## src/rtl/rally_ctrl.sv

```systemverilog
// rally_ctrl -- match sequencer for the volley game.
//
// Sits between the ball/collision logic (ball_pos_ctrl) and the display and
// score logic. It watches player and ground contacts, enforces the touch limit
// on each side, awards points, keeps both scores, and freezes or re-serves the
// ball between rallies until one player reaches the winning score.
//
// Ports:
//   clk          system clock
//   rst          synchronous, active-high reset
//   frame_tick   one-cycle pulse per video frame (paces the post-point pause)
//   start        level; begins a match from IDLE or OVER
//   ball_posx    current ball x position from ball_pos_ctrl
//   gnd_col      level; ball touching the ground
//   pl1_col      level; ball touching player 1
//   pl2_col      level; ball touching player 2
//   ball_hold    freeze ball motion (low only while a rally is live)
//   ball_rst     one-cycle pulse; reload ball at the server start position
//   serve_side   0 = player 1 serves, 1 = player 2 serves
//   score1       player-1 score
//   score2       player-2 score
//   point_pulse  one-cycle pulse when a point is awarded
//   point_side   winner of the last point (0 = pl1, 1 = pl2)
//   game_over    match finished

module rally_ctrl #(
   parameter logic [11:0] NET_X        = 12'd400,
   parameter int          MAX_TOUCH    = 3,
   parameter int          WIN_SCORE    = 15,
   parameter int          PAUSE_FRAMES = 90,
   parameter int          SCORE_W      = 5
) (
   input  logic               clk,
   input  logic               rst,
   input  logic               frame_tick,
   input  logic               start,
   input  logic [11:0]        ball_posx,
   input  logic               gnd_col,
   input  logic               pl1_col,
   input  logic               pl2_col,
   output logic               ball_hold,
   output logic               ball_rst,
   output logic               serve_side,
   output logic [SCORE_W-1:0] score1,
   output logic [SCORE_W-1:0] score2,
   output logic               point_pulse,
   output logic               point_side,
   output logic               game_over
);

   localparam int CNT_W   = $clog2(MAX_TOUCH + 1);
   localparam int PAUSE_W = $clog2(PAUSE_FRAMES + 1);

   localparam logic [CNT_W-1:0]   MAX_VAL   = CNT_W'(MAX_TOUCH);
   localparam logic [SCORE_W-1:0] WIN_VAL   = SCORE_W'(WIN_SCORE);
   localparam logic [PAUSE_W-1:0] PAUSE_VAL = PAUSE_W'(PAUSE_FRAMES);

   typedef enum logic [2:0] {
      S_IDLE,
      S_SERVE,
      S_RALLY,
      S_POINT,
      S_OVER
   } state_t;

   state_t state, state_nxt;

   logic [CNT_W-1:0]   cnt1, cnt2, cnt1_nxt, cnt2_nxt;
   logic [PAUSE_W-1:0] pause_cnt, pause_nxt;
   logic [SCORE_W-1:0] score1_nxt, score2_nxt;

   logic pl1_q, pl2_q, gnd_q;
   logic pl1_edge, pl2_edge, gnd_edge;

   logic ball_hold_nxt, ball_rst_nxt, serve_side_nxt;
   logic point_pulse_nxt, point_side_nxt, game_over_nxt;
   logic award, award_side;

   // Contacts are levels that stay high for several cycles while the ball
   // overlaps a sprite, so only the first cycle of each contact counts.
   // The history registers clear on reset, which makes an input that is
   // already high right after reset register as a fresh contact.
   assign pl1_edge = pl1_col & ~pl1_q;
   assign pl2_edge = pl2_col & ~pl2_q;
   assign gnd_edge = gnd_col & ~gnd_q;

   // Next-state and next-output logic. Every output is computed here and
   // registered below, so each visible change lags its cause by one clock.
   // A point award is collected in 'award'/'award_side' from whichever RALLY
   // rule fired and applied once after the case, so scoring has one home.
   always_comb begin
      state_nxt       = state;
      cnt1_nxt        = cnt1;
      cnt2_nxt        = cnt2;
      pause_nxt       = pause_cnt;
      score1_nxt      = score1;
      score2_nxt      = score2;
      serve_side_nxt  = serve_side;
      point_side_nxt  = point_side;
      game_over_nxt   = game_over;
      ball_rst_nxt    = 1'b0;
      point_pulse_nxt = 1'b0;
      award           = 1'b0;
      award_side      = 1'b0;

      case (state)
         S_IDLE: begin
            if (start) begin
               state_nxt    = S_SERVE;
               ball_rst_nxt = 1'b1;
            end
         end

         // Only the server's own contact puts the ball in play; the first
         // touch counts against the server's side.
         S_SERVE: begin
            if (serve_side ? pl2_edge : pl1_edge) begin
               state_nxt = S_RALLY;
               cnt1_nxt  = serve_side ? '0 : CNT_W'(1);
               cnt2_nxt  = serve_side ? CNT_W'(1) : '0;
            end
         end

         // Ground contact outranks any player contact in the same cycle.
         // A simultaneous touch by both players is treated as a fresh
         // exchange and can never be a fault.
         S_RALLY: begin
            if (gnd_edge) begin
               award      = 1'b1;
               award_side = (ball_posx < NET_X);
            end else if (pl1_edge && pl2_edge) begin
               cnt1_nxt = CNT_W'(1);
               cnt2_nxt = CNT_W'(1);
            end else if (pl1_edge) begin
               if (cnt1 == MAX_VAL) begin
                  award      = 1'b1;
                  award_side = 1'b1;
               end else begin
                  cnt1_nxt = cnt1 + 1'b1;
                  cnt2_nxt = '0;
               end
            end else if (pl2_edge) begin
               if (cnt2 == MAX_VAL) begin
                  award      = 1'b1;
                  award_side = 1'b0;
               end else begin
                  cnt2_nxt = cnt2 + 1'b1;
                  cnt1_nxt = '0;
               end
            end
         end

         // The pause ends one clock after the counter reaches its target;
         // the winner of the point then serves unless the match is decided.
         S_POINT: begin
            if (pause_cnt == PAUSE_VAL) begin
               if ((point_side ? score2 : score1) == WIN_VAL) begin
                  state_nxt     = S_OVER;
                  game_over_nxt = 1'b1;
               end else begin
                  state_nxt      = S_SERVE;
                  serve_side_nxt = point_side;
                  cnt1_nxt       = '0;
                  cnt2_nxt       = '0;
                  ball_rst_nxt   = 1'b1;
               end
            end else if (frame_tick) begin
               pause_nxt = pause_cnt + 1'b1;
            end
         end

         S_OVER: begin
            if (start) begin
               state_nxt      = S_SERVE;
               score1_nxt     = '0;
               score2_nxt     = '0;
               game_over_nxt  = 1'b0;
               serve_side_nxt = 1'b0;
               cnt1_nxt       = '0;
               cnt2_nxt       = '0;
               ball_rst_nxt   = 1'b1;
            end
         end

         default: begin
            state_nxt = S_IDLE;
         end
      endcase

      if (award) begin
         state_nxt       = S_POINT;
         point_pulse_nxt = 1'b1;
         point_side_nxt  = award_side;
         pause_nxt       = '0;
         if (award_side) begin
            score2_nxt = (score2 == WIN_VAL) ? score2 : score2 + 1'b1;
         end else begin
            score1_nxt = (score1 == WIN_VAL) ? score1 : score1 + 1'b1;
         end
      end

      ball_hold_nxt = (state_nxt != S_RALLY);
   end

   // State, counters, contact history and all outputs are registered here.
   always_ff @(posedge clk) begin
      if (rst) begin
         state       <= S_IDLE;
         cnt1        <= '0;
         cnt2        <= '0;
         pause_cnt   <= '0;
         pl1_q       <= 1'b0;
         pl2_q       <= 1'b0;
         gnd_q       <= 1'b0;
         ball_hold   <= 1'b1;
         ball_rst    <= 1'b0;
         serve_side  <= 1'b0;
         score1      <= '0;
         score2      <= '0;
         point_pulse <= 1'b0;
         point_side  <= 1'b0;
         game_over   <= 1'b0;
      end else begin
         state       <= state_nxt;
         cnt1        <= cnt1_nxt;
         cnt2        <= cnt2_nxt;
         pause_cnt   <= pause_nxt;
         pl1_q       <= pl1_col;
         pl2_q       <= pl2_col;
         gnd_q       <= gnd_col;
         ball_hold   <= ball_hold_nxt;
         ball_rst    <= ball_rst_nxt;
         serve_side  <= serve_side_nxt;
         score1      <= score1_nxt;
         score2      <= score2_nxt;
         point_pulse <= point_pulse_nxt;
         point_side  <= point_side_nxt;
         game_over   <= game_over_nxt;
      end
   end

endmodule
```

## config.mk

```make
export PLATFORM = sky130hd
export DESIGN_NAME = rally_ctrl
export DESIGN_NICKNAME = d
export VERILOG_FILES = /design/src/rtl/rally_ctrl.sv
export SDC_FILE = /design/constraint.sdc
export NUM_CORES = 1
export LEC_CHECK = 0
export CELL_PAD_IN_SITES_DETAIL_PLACEMENT = 0
export CELL_PAD_IN_SITES_GLOBAL_PLACEMENT = 1
export CORE_ASPECT_RATIO = 0.75
export CORE_MARGIN = 5
export CORE_UTILIZATION = 38
export CTS_CLUSTER_SIZE = 20
export DETAILED_ROUTE_END_ITERATION = 6
export GPL_TIMING_DRIVEN = 0
export PLACE_DENSITY = 0.82
export SYNTH_ARGS = -nofsm -noshare
export SYNTH_HDL_FRONTEND = slang
export SYNTH_SLANG_ARGS = --single-unit
```

## constraint.sdc

```tcl
create_clock -name clk -period 2.1 [get_ports clk]
set_input_delay 0.21 -clock clk [delete_from_list [all_inputs] [get_ports clk]]
set_output_delay 0.21 -clock clk [all_outputs]
set_load 0.01 [all_outputs]
```

==> run metrics <==
post-synthesis register bit count 33; Pint around 1 mW; CTS Buffer Depth 2; GRT Util Overall 14.7%; Hold Vio Cnt, Final 0; Cell Pwr Density 580 mW/mm²; Period minus WS final 1.98 ns; Max Cap Viol 0; combinational share of power 10.0%; global-route wire length before repair slightly above 7000 µm; Layout area overhead 26.9%; Antenna Cells 0; row cnt 21; clock root cell clkbuf_8; CTS tree yes; DR DRC count 0; Slew headroom 63.8%; setup violators final 0; CP required 2.27 ns; die area 0.00616 mm²; max-slew violation count 0; die width 89.0 µm; Syn Inst Count 207; clock transition at the registers of the reported paths 0.07 ns; Inst Count DP between 200 and 300; depth of the CTS H-tree 2; post-route insts no fill 301; Post-CTS Hold Fix Bufs 0; Ports 35; Pleak 0.770 nW; post-placement cell area 0.00214 mm²; kind of critical path flip-flop to flip-flop; total gr overflow 0; f_max 506 MHz; register area share after synthesis 37.2%; Avg Cell Area, Syn about 8.6 µm²; switching power slightly above 0.3 mW; Synth Cell Area 0.00178 mm²; worst slew pin tran 0.543 ns; switch share 23.8%; Via Count 1,578; routed wire length per instance 13.8 µm; drt pass-1 iters 4; layout cells sized above 1 9.84%; HP Class input port to flip-flop; Clock Skew 0.00591 ns; drt via density 5.24; routing usage on met2 20.8%; sequential share of power 49.7%; post-cts resize count 0; largest net degree at the start of global routing 11; met1 Use GR 22.3%; nets 270; Iter 0 DRT Violations 57; IO Port Bufs 29; ys flop type dfxtp_1; M3 GR Usage 3.68%; Worst setup SP type flip-flop; Num CTS Buffers 5; CP Capture Type flip-flop; Initial Util 39.6%; initial antenna violation count 0; post-DP HPWL 3140 µm; Final period util 94.1%; Critical Path AT 2.15 ns; DRT Wirelength roughly 4100 µm; outcome finished clean; Netlist cell types 47; global route hottest layer met1; Mapped Nets 234; Clock Power Share between 40 and 50%; number of global-route vias before repair 1,556; Async SR Flop Fraction 0%; Core Footprint between 0.004 and 0.005 mm²; final setup TNS 0 ns; Sinks on Clock Net 33; Post-synth EDFFs 0; die height 69.2 µm; insertion delay to the later sink of the worst-skew pair 0.28 ns; VDD IR-drop max 0.000361 V; ANT nets after route 0; Max FO, Critical Path 4; fin area 0.00226 mm²; Post-CTS Setup Repair Bufs 0; Yosys warnings 0; gpl congestion 0.819
## synth_stat cells, drive strengths merged (3+ instances only)
cell type / count / area share, %
xor2: 4 / 2.0
nand3b: 6 / 2.5
or3: 4 / 1.4
inv: 7 / 1.5
nor3: 8 / 2.3
nand2b: 7 / 2.5
dfxtp: 33 / 37
nand4: 5 / 1.8
a21oi: 11 / 3.1
nand3: 11 / 3.1
nand2: 23 / 5.0
nor2b: 8 / 2.8
a211oi: 3 / 1.5
o211ai: 6 / 2.5
ha: 8 / 5.6
mux2: 3 / 2.1
mux2i: 4 / 2.3
clkbuf: 5 / 1.1
nor2: 20 / 4.2
or2: 3 / 1.2
## cell families after synthesis
group           share of synthesized area, %
compound gates                          15.1
mux                                     4.36
xor+xnor                                2.96
flops                                   37.2
simple gates                            32.0
buf+inv                                 2.82
fa+ha+maj                               5.63
## power groups by stage
stage / clock network (mW) / registers, mW / logic [mW]
after floorplan: 0 / 0.663 / 0.0775
after global placement: 0 / 0.664 / 0.130
after detailed placement: 0 / 0.664 / 0.131
after CTS: 0.544 / 0.650 / 0.132
after global routing: 0.572 / 0.653 / 0.146
final: 0.527 / 0.650 / 0.131
## state kept, by name (all words and copies together) (netlist names), 2 cells and up
| name | flops |
|---|---|
| state | 3 |
| pause_cnt | 7 |
| score2 | 5 |
| score1 | 5 |
| cnt1 | 2 |
| cnt2 | 2 |
## cell type report
| class | count | area (µm²) |
|---|---|---|
| tap | 57 | 71.3 |
| sequential | 33 | 661 |
| multi-input combinational | 161 | 1080 |
| inverter | 7 | 26.3 |
| clock buffer | 7 | 96.3 |
| timing repair buffer | 29 | 290 |
| fill | 441 | 2240 |
| clock inverter | 1 | 5.00 |
| buffer | 6 | 23.8 |
## worst max-delay path, cell delays in order (launching register included)
cell and delay [ns]:
dfxtp_1 0.35, inv_1 0.07, ha_1 0.14, and4bb_2 0.27
nand2_2 0.08, or2_4 0.26, a311oi_4 0.37, mux2_4 0.33
## layer usage
metal  wire length (µm)  vias up
met5                  0        -
met4                 29        0
met3                282        2
met2               1690       40
met1               2140      718
li1                   -      818
## layout by cell type, fill, tap and decap left out, types with 5 or more instances in the layout
cell type and count:
dfxtp_1 33, clkdlybuf4s50_1 29, nand2_1 22, nor2_1 20
nand3_1 11, a21oi_1 11, nor2b_1 8, nor3_1 8
ha_1 8, inv_1 7, nand2b_1 7, clkbuf_8 7
nand3b_1 6, o211ai_1 6, nand4_1 5, clkbuf_1 5
## per-stage QoR
stage | util, % | hold slack (ns) | setup WS, ns | total power [mW]
2_1_floorplan | - | 0.338 | 0.184 | 0.740
3_3_place_gp | 47.6 | 0.452 | -0.222 | 0.795
3_5_place_dp | 47.6 | 0.454 | -0.194 | 0.795
4_1_cts | 49.9 | 0.407 | 0.0290 | 1.33
5_1_grt | 50.2 | 0.465 | -0.0259 | 1.37
6_report | 50.2 | 0.416 | 0.123 | 1.31
## path summary, 6_finish.rpt
| kind | from | to | slack [ns] | cells after the start |
|---|---|---|---|---|
| setup / recovery | pause_cnt[0] | cnt1[0] | 0.12 | 7 |
| hold / removal | rst | cnt1[0] | 0.42 | 3 |
| setup reg to reg | pause_cnt[0] | cnt1[0] | 0.12 | 7 |
| hold reg to reg | cnt2[1] | cnt2[1] | 0.46 | 2 |
(Power assumes the default switching activity.)
